==> config.mk <==
export PLATFORM = sky130hd
export DESIGN_NAME = ahb_req_arbiter
export DESIGN_NICKNAME = d
export VERILOG_FILES = /design/src/rtl/ahb_arb_pkg.sv /design/src/rtl/ahb_arb_pick.sv /design/src/rtl/ahb_req_arbiter.sv
export SDC_FILE = /design/constraint.sdc
export NUM_CORES = 1
export LEC_CHECK = 0
export ABC_AREA = 1
export CAP_MARGIN = 20
export CELL_PAD_IN_SITES_DETAIL_PLACEMENT = 1
export CELL_PAD_IN_SITES_GLOBAL_PLACEMENT = 1
export CORE_UTILIZATION = 25
export CTS_BUF_LIST = sky130_fd_sc_hd__clkbuf_8
export CTS_CLUSTER_DIAMETER = 150
export CTS_CLUSTER_SIZE = 24
export DETAILED_ROUTE_END_ITERATION = 6
export PLACE_DENSITY = 0.73
export SLEW_MARGIN = 20
export SYNTH_ARGS = -nofsm -noshare
export SYNTH_HDL_FRONTEND = slang
export SYNTH_SLANG_ARGS = --single-unit
==> constraint.sdc <==
create_clock -name HCLK -period 2.4 [get_ports HCLK]
set_clock_uncertainty 0.05 [all_clocks]
set_input_delay 0.72 -clock HCLK [delete_from_list [all_inputs] [get_ports HCLK]]
set_output_delay 0.72 -clock HCLK [all_outputs]
set_load 0.1 [all_outputs]
==> src/rtl/ahb_arb_pkg.sv <==
// Shared encodings for the two-requester AHB-Lite request arbiter.
// Latency: n/a (constants and types only).
// Backpressure: n/a.
package ahb_arb_pkg;

    // HTRANS encodings
    localparam logic [1:0] HTRANS_IDLE   = 2'b00;
    localparam logic [1:0] HTRANS_BUSY   = 2'b01;
    localparam logic [1:0] HTRANS_NONSEQ = 2'b10;
    localparam logic [1:0] HTRANS_SEQ    = 2'b11;

    localparam logic [2:0] HBURST_SINGLE = 3'b000;
    localparam logic [2:0] HSIZE_WORD    = 3'b010;

    typedef enum logic [1:0] {
        ST_IDLE = 2'd0,
        ST_ADDR = 2'd1,
        ST_DATA = 2'd2,
        ST_RESP = 2'd3
    } state_t;

endpackage

==> src/rtl/ahb_arb_pick.sv <==
// Winner select between req0 and req1; optional round-robin last-grant pointer.
// Latency: combinational select; the pointer updates on the grant edge.
// Backpressure: none; the caller only samples the winner when it can grant.
// Build option: AHB_ARB_ROUND_ROBIN_EN enables the pointer, otherwise req0 has
// fixed priority.
// Ports: HCLK/HRESETn clock and async active-low reset; req0/req1 requests;
//        take = a grant happens this cycle; winner = 0 for req0, 1 for req1.
module ahb_arb_pick (
    input  logic HCLK,
    input  logic HRESETn,
    input  logic req0,
    input  logic req1,
    input  logic take,
    output logic winner
);

`ifdef AHB_ARB_ROUND_ROBIN_EN
    // Reset to 1 so requester 0 wins the first tie.
    logic last_gnt;

    always_ff @(posedge HCLK or negedge HRESETn) begin
        if (!HRESETn) begin
            last_gnt <= 1'b1;
        end else if (take) begin
            last_gnt <= winner;
        end
    end

    always_comb begin
        winner = 1'b0;
        if (req0 && req1) begin
            winner = ~last_gnt;
        end else if (req1) begin
            winner = 1'b1;
        end
    end
`else
    logic unused_ok;
    assign unused_ok = &{1'b0, HCLK, HRESETn, take};

    assign winner = ~req0 & req1;
`endif

endmodule

==> src/rtl/ahb_req_arbiter.sv <==
// Two-requester AHB-Lite single-transfer bus controller (one transfer in flight).
// Latency: grant edge -> ack after 3 edges with zero waits, +1 per HREADY-low cycle.
// Backpressure: requesters hold req until ack; HREADY low stalls ADDR/DATA phases.
// Build option: AHB_ARB_ROUND_ROBIN_EN selects round-robin arbitration on ties.
// Ports: HCLK/HRESETn; req/write/addr/wdata per requester in, ack/err per
//        requester out, shared rdata, busy; AHB-Lite master bus signals.
module ahb_req_arbiter
    import ahb_arb_pkg::*;
#(
    parameter logic [3:0] HPROT_VAL = 4'b0011,
    parameter logic [2:0] HSIZE_VAL = HSIZE_WORD
) (
    input  logic        HCLK,
    input  logic        HRESETn,
    input  logic        req0,
    input  logic        req1,
    input  logic        write0,
    input  logic        write1,
    input  logic [31:0] addr0,
    input  logic [31:0] addr1,
    input  logic [31:0] wdata0,
    input  logic [31:0] wdata1,
    output logic        ack0,
    output logic        ack1,
    output logic        err0,
    output logic        err1,
    output logic [31:0] rdata,
    output logic        busy,
    output logic [31:0] HADDR,
    output logic [1:0]  HTRANS,
    output logic        HWRITE,
    output logic [31:0] HWDATA,
    output logic [2:0]  HSIZE,
    output logic [2:0]  HBURST,
    output logic [3:0]  HPROT,
    output logic        HMASTLOCK,
    input  logic [31:0] HRDATA,
    input  logic        HREADY,
    input  logic        HRESP
);

    state_t      state;
    logic        gnt;
    logic        lat_write;
    logic [31:0] lat_wdata;
    logic        misal;
    logic        winner;
    logic        take;
    logic        sel_write;
    logic [31:0] sel_addr;
    logic [31:0] sel_wdata;

    assign take = (state == ST_IDLE) && (req0 || req1);

    ahb_arb_pick u_pick (
        .HCLK    (HCLK),
        .HRESETn (HRESETn),
        .req0    (req0),
        .req1    (req1),
        .take    (take),
        .winner  (winner)
    );

    assign sel_write = winner ? write1 : write0;
    assign sel_addr  = winner ? addr1  : addr0;
    assign sel_wdata = winner ? wdata1 : wdata0;

    assign HSIZE     = HSIZE_VAL;
    assign HBURST    = HBURST_SINGLE;
    assign HPROT     = HPROT_VAL;
    assign HMASTLOCK = 1'b0;
    assign busy      = (state != ST_IDLE);

    always_ff @(posedge HCLK or negedge HRESETn) begin
        if (!HRESETn) begin
            state     <= ST_IDLE;
            gnt       <= 1'b0;
            lat_write <= 1'b0;
            lat_wdata <= 32'h0;
            misal     <= 1'b0;
            HADDR     <= 32'h0;
            HTRANS    <= HTRANS_IDLE;
            HWRITE    <= 1'b0;
            HWDATA    <= 32'h0;
            rdata     <= 32'h0;
            ack0      <= 1'b0;
            ack1      <= 1'b0;
            err0      <= 1'b0;
            err1      <= 1'b0;
        end else begin
            // ack/err are single-cycle pulses raised on entry to RESP
            ack0 <= 1'b0;
            ack1 <= 1'b0;
            err0 <= 1'b0;
            err1 <= 1'b0;
            case (state)
                ST_IDLE: begin
                    if (take) begin
                        gnt       <= winner;
                        lat_write <= sel_write;
                        lat_wdata <= sel_wdata;
                        misal     <= (sel_addr[1:0] != 2'b00);
                        state     <= ST_ADDR;
                        // A misaligned request keeps the bus idle for its
                        // whole life; it only passes through ADDR to report.
                        if (sel_addr[1:0] == 2'b00) begin
                            HTRANS <= HTRANS_NONSEQ;
                            HADDR  <= sel_addr;
                            HWRITE <= sel_write;
                        end
                    end
                end
                ST_ADDR: begin
                    if (misal) begin
                        state <= ST_RESP;
                        ack0  <= ~gnt;
                        ack1  <= gnt;
                        err0  <= ~gnt;
                        err1  <= gnt;
                    end else if (HREADY) begin
                        HTRANS <= HTRANS_IDLE;
                        HWRITE <= 1'b0;
                        if (lat_write) begin
                            HWDATA <= lat_wdata;
                        end
                        state <= ST_DATA;
                    end
                end
                ST_DATA: begin
                    // First half of a two-cycle error (HRESP=1, HREADY=0)
                    // simply keeps waiting here.
                    if (HREADY) begin
                        if (!lat_write) begin
                            rdata <= HRDATA;
                        end
                        state <= ST_RESP;
                        ack0  <= ~gnt;
                        ack1  <= gnt;
                        err0  <= ~gnt & HRESP;
                        err1  <= gnt & HRESP;
                    end
                end
                ST_RESP: begin
                    state <= ST_IDLE;
                end
                default: begin
                    state <= ST_IDLE;
                end
            endcase
        end
    end

endmodule

# After elaboration in Yosys (flattened, before gate mapping)
# Index checks and enable logic that the tools add are counted.
# classes
addsub	0
multipliers	0
div_mod_pow	0
n_lt_le_gt_ge	0
n_eq_ne	9
shift	0
mux	28
bitwise_logic	7
n_reduce_logical	13
# ops
operator	n
2-to-1 mux 32 bit	2
2-to-1 mux 2 bit	8
2-to-1 mux 1 bit	11
one-hot mux 1 bit (2 select lines)	5
AND reduction 3 bit	3
inequality test 2 bit, second input constant	4
one-hot mux 2 bit (4 select lines)	1
nonzero test 2 bit	3
AND reduction 5 bit	1
equality test 2 bit, second input constant	2
zero test 2 bit	2
inverter 1 bit	4
one-hot mux 2 bit (2 select lines)	1
AND reduction 4 bit	1
AND 1 bit	3
inequality test 3 bit, second input constant	1
equality test 2 x 1 -> 1 bit, second input constant	1
inequality test 2 x 1 -> 1 bit, second input constant	1
AND reduction 2 bit	1
logical AND 1 bit	1
logical OR 1 bit	1
# word_totals
reg_bits	140
latch_bits	0
mem_bits_rw	0
mem_bits_ro	0
n_memories	0

# Depth between registers and ports, before layout
# Gate-level depths: netlist (run 1).
# logic_depth
ltp_word	7
ltp_mapped	9
mapped_depth_nobuf	9

# Hierarchy
# A second synthesis (run 1) with hierarchy kept.
# unflattened
cells_unflattened	678
hier_area_um2	6236.0
# modules_own_cells
mod	n_inst	cells_per_inst	area_each_um2	seq_area_each_um2
ahb_req_arbiter	1	676	6226.0	3478.3
ahb_arb_pick	1	2	10.0	0.0

# Worst setup path before layout (run 1)
# Ideal clock, no wire load.
# synth_path
kind	register to output
from	register state[0]
to	output busy
t_arrival_ns	1.326
setup_slack_ns	0.304
stages_incl_launch_ff	4
path_buffers	0
path_cell_list	dfrtp_1 > inv_1 > ha_1 > inv_1
# synth_via
elab_chain_len	1
# synth_rtl
item	line	rtl
from (decl)	ahb_req_arbiter.sv:42	state_t state;
from (signal assigned)	ahb_req_arbiter.sv:76	state <= ST_IDLE;
from (signal assigned)	ahb_req_arbiter.sv:103	state <= ST_ADDR;
from (signal assigned)	ahb_req_arbiter.sv:115	state <= ST_RESP;
nonzero test 2 bit	ahb_req_arbiter.sv:72	assign busy = (state != ST_IDLE);
to (decl)	ahb_req_arbiter.sv:28	output logic busy,
# No other way between the ends.

# Final worst setup path (run 1)
# Same ends and word-level chain as after synthesis.

==> impl_results.md, run 1 <==
* Outcome: complete, no violations
* Commonest non-fill, non-tap cells in the layout: 240 x nand2_1, 166 x clkdlybuf4s50_1, 139 x dfrtp_1, 111 x buf_4, 99 x o21ai_0
* DRT Pass-1 Iters at 4
* EDFF count, synth at 0
* Final #Nets at 1174
* Critical path origin: state[0]$_DFFE_PN0P_
* Post CTS Setup Buffer Count at 0
* GR Overflow Total at 0
* Post-Layout Inst Area at 9410 µm²
* Top Metal Used: met4
* Met1 Wirelength at 8.72 mm
* R2R depth at 7
* Fraction of layout cells with a size suffix above 1 at 0.158
* Data required time of the critical path at 1.63 ns
* CTS max path bufs at 2
* Crit Path Class: flop to output pin
* DP Worst Slack at -0.0473 ns
* Hold crit path type: input pin to async pin
* Clock transition at path regs at 0.09 ns
* Non-Filler Instances at 1333
* Minimum clock period at 2.27 ns
* Die height at 158 µm
* Peak Freq at 0.441 GHz
* Global-route usage over all layers at 0.162
* Drt total wl at 20.0 mm
* Root Driver: clkbuf_8
* Worst reg2reg startpoint: state[0]$_DFFE_PN0P_
* Syn Inst Count at 738
* Clock Latency Late Sink at 0.43 ns
* Die Width at 158 µm
* Synth area leaders: dfrtp_1 57%, nand2_1 15%, o21ai_0 8.1%
* Clk sinks at 139
* Synth Area in Adders at 0.00818
* Mux contribution to synthesized area at 0
* CTS tree: done
* DR WL met3 at 1.47 mm
* Leading cell type in the layout, fill and taps excluded: nand2_1
* Initial Util at 0.258
* Detailed placement HPWL at 14.6 mm
* Vias in the first global route at 6039
* Placement Cell Area at 8990 µm²
* FF+latch count, synth at 139
* Xor/xnor share of the synthesized area at 0
* Maxcap violations at 0
* Post-synthesis compound-gate area fraction at 0.119
* Post-synth top area cell: dfrtp_1
* WL met2 at 9.71 mm
* Post-Place Cells at 1302
* Yosys warnings at 0
* # DRC at 0
* Diode count at 0
* Final Hold Fails at 0
* Final setup margin at 0.134 ns
* Syn Area/Cell at 8.29 µm²
* Main combinational cell family by area after synthesis: simple AND/OR/NAND/NOR gates
* Seq/Total Area, Yosys at 0.568
* Startpoint Class: flop
* Post-synth top area share at 0.568
* Setup slack, reg-to-reg at 0.44 ns
* Maximum number of pins on one net before global-route repair at 65
* Max-slew violations at 0
* CP Capture Type: output pin
* First DRT Iteration DRCs at 232
* Port Buffers at 270
* RSZ-0062 raised after global routing: no
* DR vias/cell at 4.30
* Post-Syn Area at 6120 µm²
* DRT antenna net count at 0
* Row count at 56
* Synth-to-layout area growth at 53.8%
* RR Endpoint: lat_wdata[25]$_DFFE_PN0P_
* Distinct cell type count after synthesis at 22
* Top FF cell, synth: dfrtp_1
* Routed wire length per instance at 15.0 µm
* Finish-stage setup viols at 0
* Via count at 5731
* Post-CTS Hold Fix Bufs at 0
* Core Box Area at 23800 µm²
* Simple-Gate Fraction of Synth Area at 0.211
* Initial antenna violation count at 0
* Async SR Flop Fraction at 1.00
* H-tree depth at 4
* First-pass GRT wire length at 31.5 mm
* Full die area at 25100 µm²
* I/O pin count at 283
* GPL Wtd Cong at 0.725
* CTS Buf Count at 17
* Fin crit share at 0.944
* Worst EP arrival at 1.50 ns
* Max FO, Critical Path at 5
==> cells by family after synthesis <==
group	after synthesis
and+or+nand+nor	325
DFF	139
AOI/OAI and AO/OA	136
buffers and inverters	132
adders and majority gates	4
other	2
==> through the flow <==
step           setup TNS (ns)  utilization  hold WS [ns]
3_3_place_gp                0        0.379         0.407
5_1_grt                     0        0.396         0.139
4_1_cts                     0        0.396         0.132
3_5_place_dp          -0.0718        0.379         0.410
2_1_floorplan               0            -         0.374
6_report                    0        0.396         0.156
==> registers in the layout (all words and copies together), names as in the netlist <==
signal and cells:
HADDR 32, HTRANS 1, HWDATA 32, HWRITE 1, ack0 1, ack1 1, err0 1, err1 1
gnt 1, lat_wdata 32, lat_write 1, misal 1, rdata 32, state 2
==> worst max path at each step <==
stage	endpoint	slack (ns)	cells after the start
floorplan	busy	0.30	3
global placement	lat_wdata[14]$_DFFE_PN0P_	0.08	6
detailed placement	lat_wdata[25]$_DFFE_PN0P_	-0.05	6
CTS	busy	0.01	4
global route	busy	0.02	4
finish	busy	0.13	4
==> critical path, cell delays in order, from the launching register on <==
cell and delay, ns:
dfrtp_1 0.41, inv_1 0.14, ha_2 0.26, inv_4 0.08, buf_12 0.17
==> Yosys cell counts, types with 2 or more instances <==
cell type  count
clkbuf_1      20
dfrtp_1      139
nand2_1      240
conb_1         2
inv_2          2
inv_1         77
nor2_1        43
buf_2         19
buf_1          2
nand3_1       37
o22ai_1       32
nor2_4         2
o21a_1         2
buf_4         12
o21ai_0       99
ha_1           4
==> area by class of cell <==
class	instances	area, µm²
Clock inverter	13	166
Timing Repair Buffer	288	2710
Clock buffer	18	248
Tap cell	319	399
Sequential cell	139	3480
Fill cell	2795	14300
Inverter	79	299
Multi-Input combinational cell	477	2120
==> per-layer routing <==
metal / vias to the layer above / track usage
met5: - / 0
met4: 0 / 0.0343
met3: 6 / 0.0514
met2: 178 / 0.284
met1: 2726 / 0.193
li1: 2821 / -
==> what timing repair did <==
action / in CTS / in global routing
endpoints found under the hold margin: 0 / 0
endpoints found under the setup margin: 1 / 1
resized for setup: 2 / 1
Power of run 1 is left out: the tool's default activity adds up to more than one toggle a clock period on the data nets, which glitch-free logic cannot reach.
==> inputs of run 2 (changes only) <==
Settings changed: CAP_MARGIN 20 to 0, PLACE_DENSITY 0.73 to 0.66.
==> run 2 against run 1 <==
  * Non-clock buffer count increased by 3
  * First-iteration DRC count is 6.9% higher
  * Hold slack improved by 0.024 ns
  * Global-route usage rose by 0.32 points
  * Clock-buffer cell count is 1 lower
  * Flip-flop and latch count is the same
  * Cell count is 0.23% higher
  * Fmax is 0.93% higher
  * Wire length up 2.1%
  * Highest routed layer unchanged
  * Setup slack improved by 0.021 ns
  * Register-to-register slack improved by 0.23 ns
  * Sequential share of layout area about the same
==> impl_results.md, run 2 (synthesized netlist as in run 1, its figures left out) <==
* Outcome: complete, no violations
* Commonest non-fill, non-tap cells in the layout: 240 x nand2_1, 166 x clkdlybuf4s50_1, 139 x dfrtp_1, 113 x buf_4, 99 x o21ai_0
* Critical-path top delay cell: dfrtp_1
* Diode count at 0 (unchanged)
* Worst EP arrival at 1.48 ns (-0.02 ns)
* Initial antenna violation count at 0 (unchanged)
* Via count at 5771 (+0.70%)
* DR vias/cell at 4.32 (+0.47%)
* CP Capture Type: output pin
* Maximum number of pins on one net before global-route repair at 65 (unchanged)
* Finish-stage setup viols at 0 (unchanged)
* Hold crit path type: input pin to async pin
* Sum Neg Setup Slack at 0 ns (unchanged)
* Worst slew pin tran at 0.531 ns
* First DRT Iteration DRCs at 248 (+6.9%)
* Drt total wl at 20.4 mm (+2.1%)
* Startpoint Class: flop
* Peak Freq at 0.445 GHz (+0.93%)
* GPL Wtd Cong at 0.741 (+2.2%)
* Synth-to-layout area growth at 54.0%
* Core Box Area at 23800 µm² (unchanged)
* Root Driver: clkbuf_8
* Full die area at 25100 µm² (unchanged)
* # DRC at 0 (unchanged)
* Clock transition at path regs at 0.08 ns (about the same)
* Initial Util at 0.258 (unchanged)
* First-pass GRT wire length at 31.5 mm (about the same)
* Global-route usage over all layers at 0.165 (+0.00315)
* I/O pin count at 283 (unchanged)
* Max FO, Critical Path at 5 (unchanged)
* Detailed placement HPWL at 15.0 mm (+3.2%)
* Crit-path leading delay family: buffers and inverters
* Die Width at 158 µm (unchanged)
* Crit-path cells: inv_1 -> ha_4 -> inv_2 -> buf_12
* GR Overflow Total at 0 (unchanged)
* Die height at 158 µm (unchanged)
* DRT antenna net count at 0 (unchanged)
* DRT Pass-1 Iters at 4 (unchanged)
* Critical path's largest stage delay at 0.40 ns (about the same)
* Clk sinks at 139 (unchanged)
* Relative slew margins at 0.646
* CTS Buf Count at 17 (unchanged)
* Minimum clock period at 2.25 ns (-0.0209 ns)
* Final #Nets at 1177 (+0.26%)
* Data required time of the critical path at 1.63 ns (about the same)
* Post-CTS Hold Fix Bufs at 0 (unchanged)
* Worst path bufs/invs at 3 (unchanged)
* H-tree depth at 4 (unchanged)
* Port Buffers at 270 (unchanged)
* Routed wire length per instance at 15.3 µm (+1.9%)
* Leading cell type in the layout, fill and taps excluded: nand2_1
* Post CTS Setup Buffer Count at 0 (unchanged)
* Crit Path Class: flop to output pin
* CTS max path bufs at 2 (unchanged)
* Row count at 56 (unchanged)
* Clock Latency Late Sink at 0.44 ns (about the same)
* Max-slew violations at 0 (unchanged)
* CTS tree: done
* Maxcap violations at 0 (unchanged)
* Vias in the first global route at 5787 (-4.2%)
* Fin crit share at 0.936 (-0.00871)
* RSZ-0062 raised after global routing: no
* Fraction of layout cells with a size suffix above 1 at 0.160 (+0.00248)
* Final Hold Fails at 0 (unchanged)
[run 2: cell types whose count changed in the layout (fill, tap and decap cells not counted), sizes merged]
cell,previous run,this run
clkinv,4,3
buf,122,125
clkbuf,18,17
inv,83,84
clkinvlp,2,4
bufinv,3,2
[run 2: metal layers]
| layer | track usage | up-vias | share of wire |
|---|---|---|---|
| li1 | - | 2839 | - |
| met1 | 0.200 | 2733 | 0.43 |
| met2 | 0.280 | 186 | 0.48 |
| met3 | 0.0566 | 13 | 0.080 |
| met4 | 0.0408 | 0 | 0.0090 |
| met5 | 0 | - | 0 |
[run 2: area by class of cell]
class	count	area (µm²)
timing repair buffer	291	2740
multi-input combinational	477	2130
fill	2833	14300
tap	319	399
clock buffer	17	234
clock inverter	14	148
inverter	79	297
sequential	139	3480
[run 2: what timing repair did]
action                     in CTS  in global routing
cloned                          0                  0
setup endpoints to repair       1                  1
pin swaps                       0                  0
gates resized for setup         2                  1
[run 2: metrics by stage]
stage               hold slack, ns  area, µm²  setup slack, ns  std cells  utilization
finish                       0.181       9420            0.155       1336        0.397
global route                 0.189       9420           0.0343       1336        0.397
CTS                          0.173       9410           0.0518       1336        0.396
detailed placement           0.414       9030           0.0504       1305        0.380
global placement             0.407       9030           0.0692       1305        0.380
floorplan                    0.374       6160            0.304        748            -
[run 2: worst paths after layout]
kind | startpoint | end | slack (ns) | depth (start not counted)
max | state[0]$_DFFE_PN0P_ | busy | 0.15 | 4
min | HRESETn | HWDATA[13]$_DFFE_PN0P_ | 0.18 | 1
max reg2reg | state[1]$_DFFE_PN0P_ | HWDATA[18]$_DFFE_PN0P_ | 0.67 | 8
min reg2reg | HADDR[21]$_DFFE_PN0P_ | HADDR[21]$_DFFE_PN0P_ | 0.43 | 2
max in group asynchronous | HRESETn | rdata[2]$_DFFE_PN0P_ | 1.50 | 2
min in group HCLK | HADDR[21]$_DFFE_PN0P_ | HADDR[21]$_DFFE_PN0P_ | 0.43 | 2
Power of run 2 is left out for the same reason.
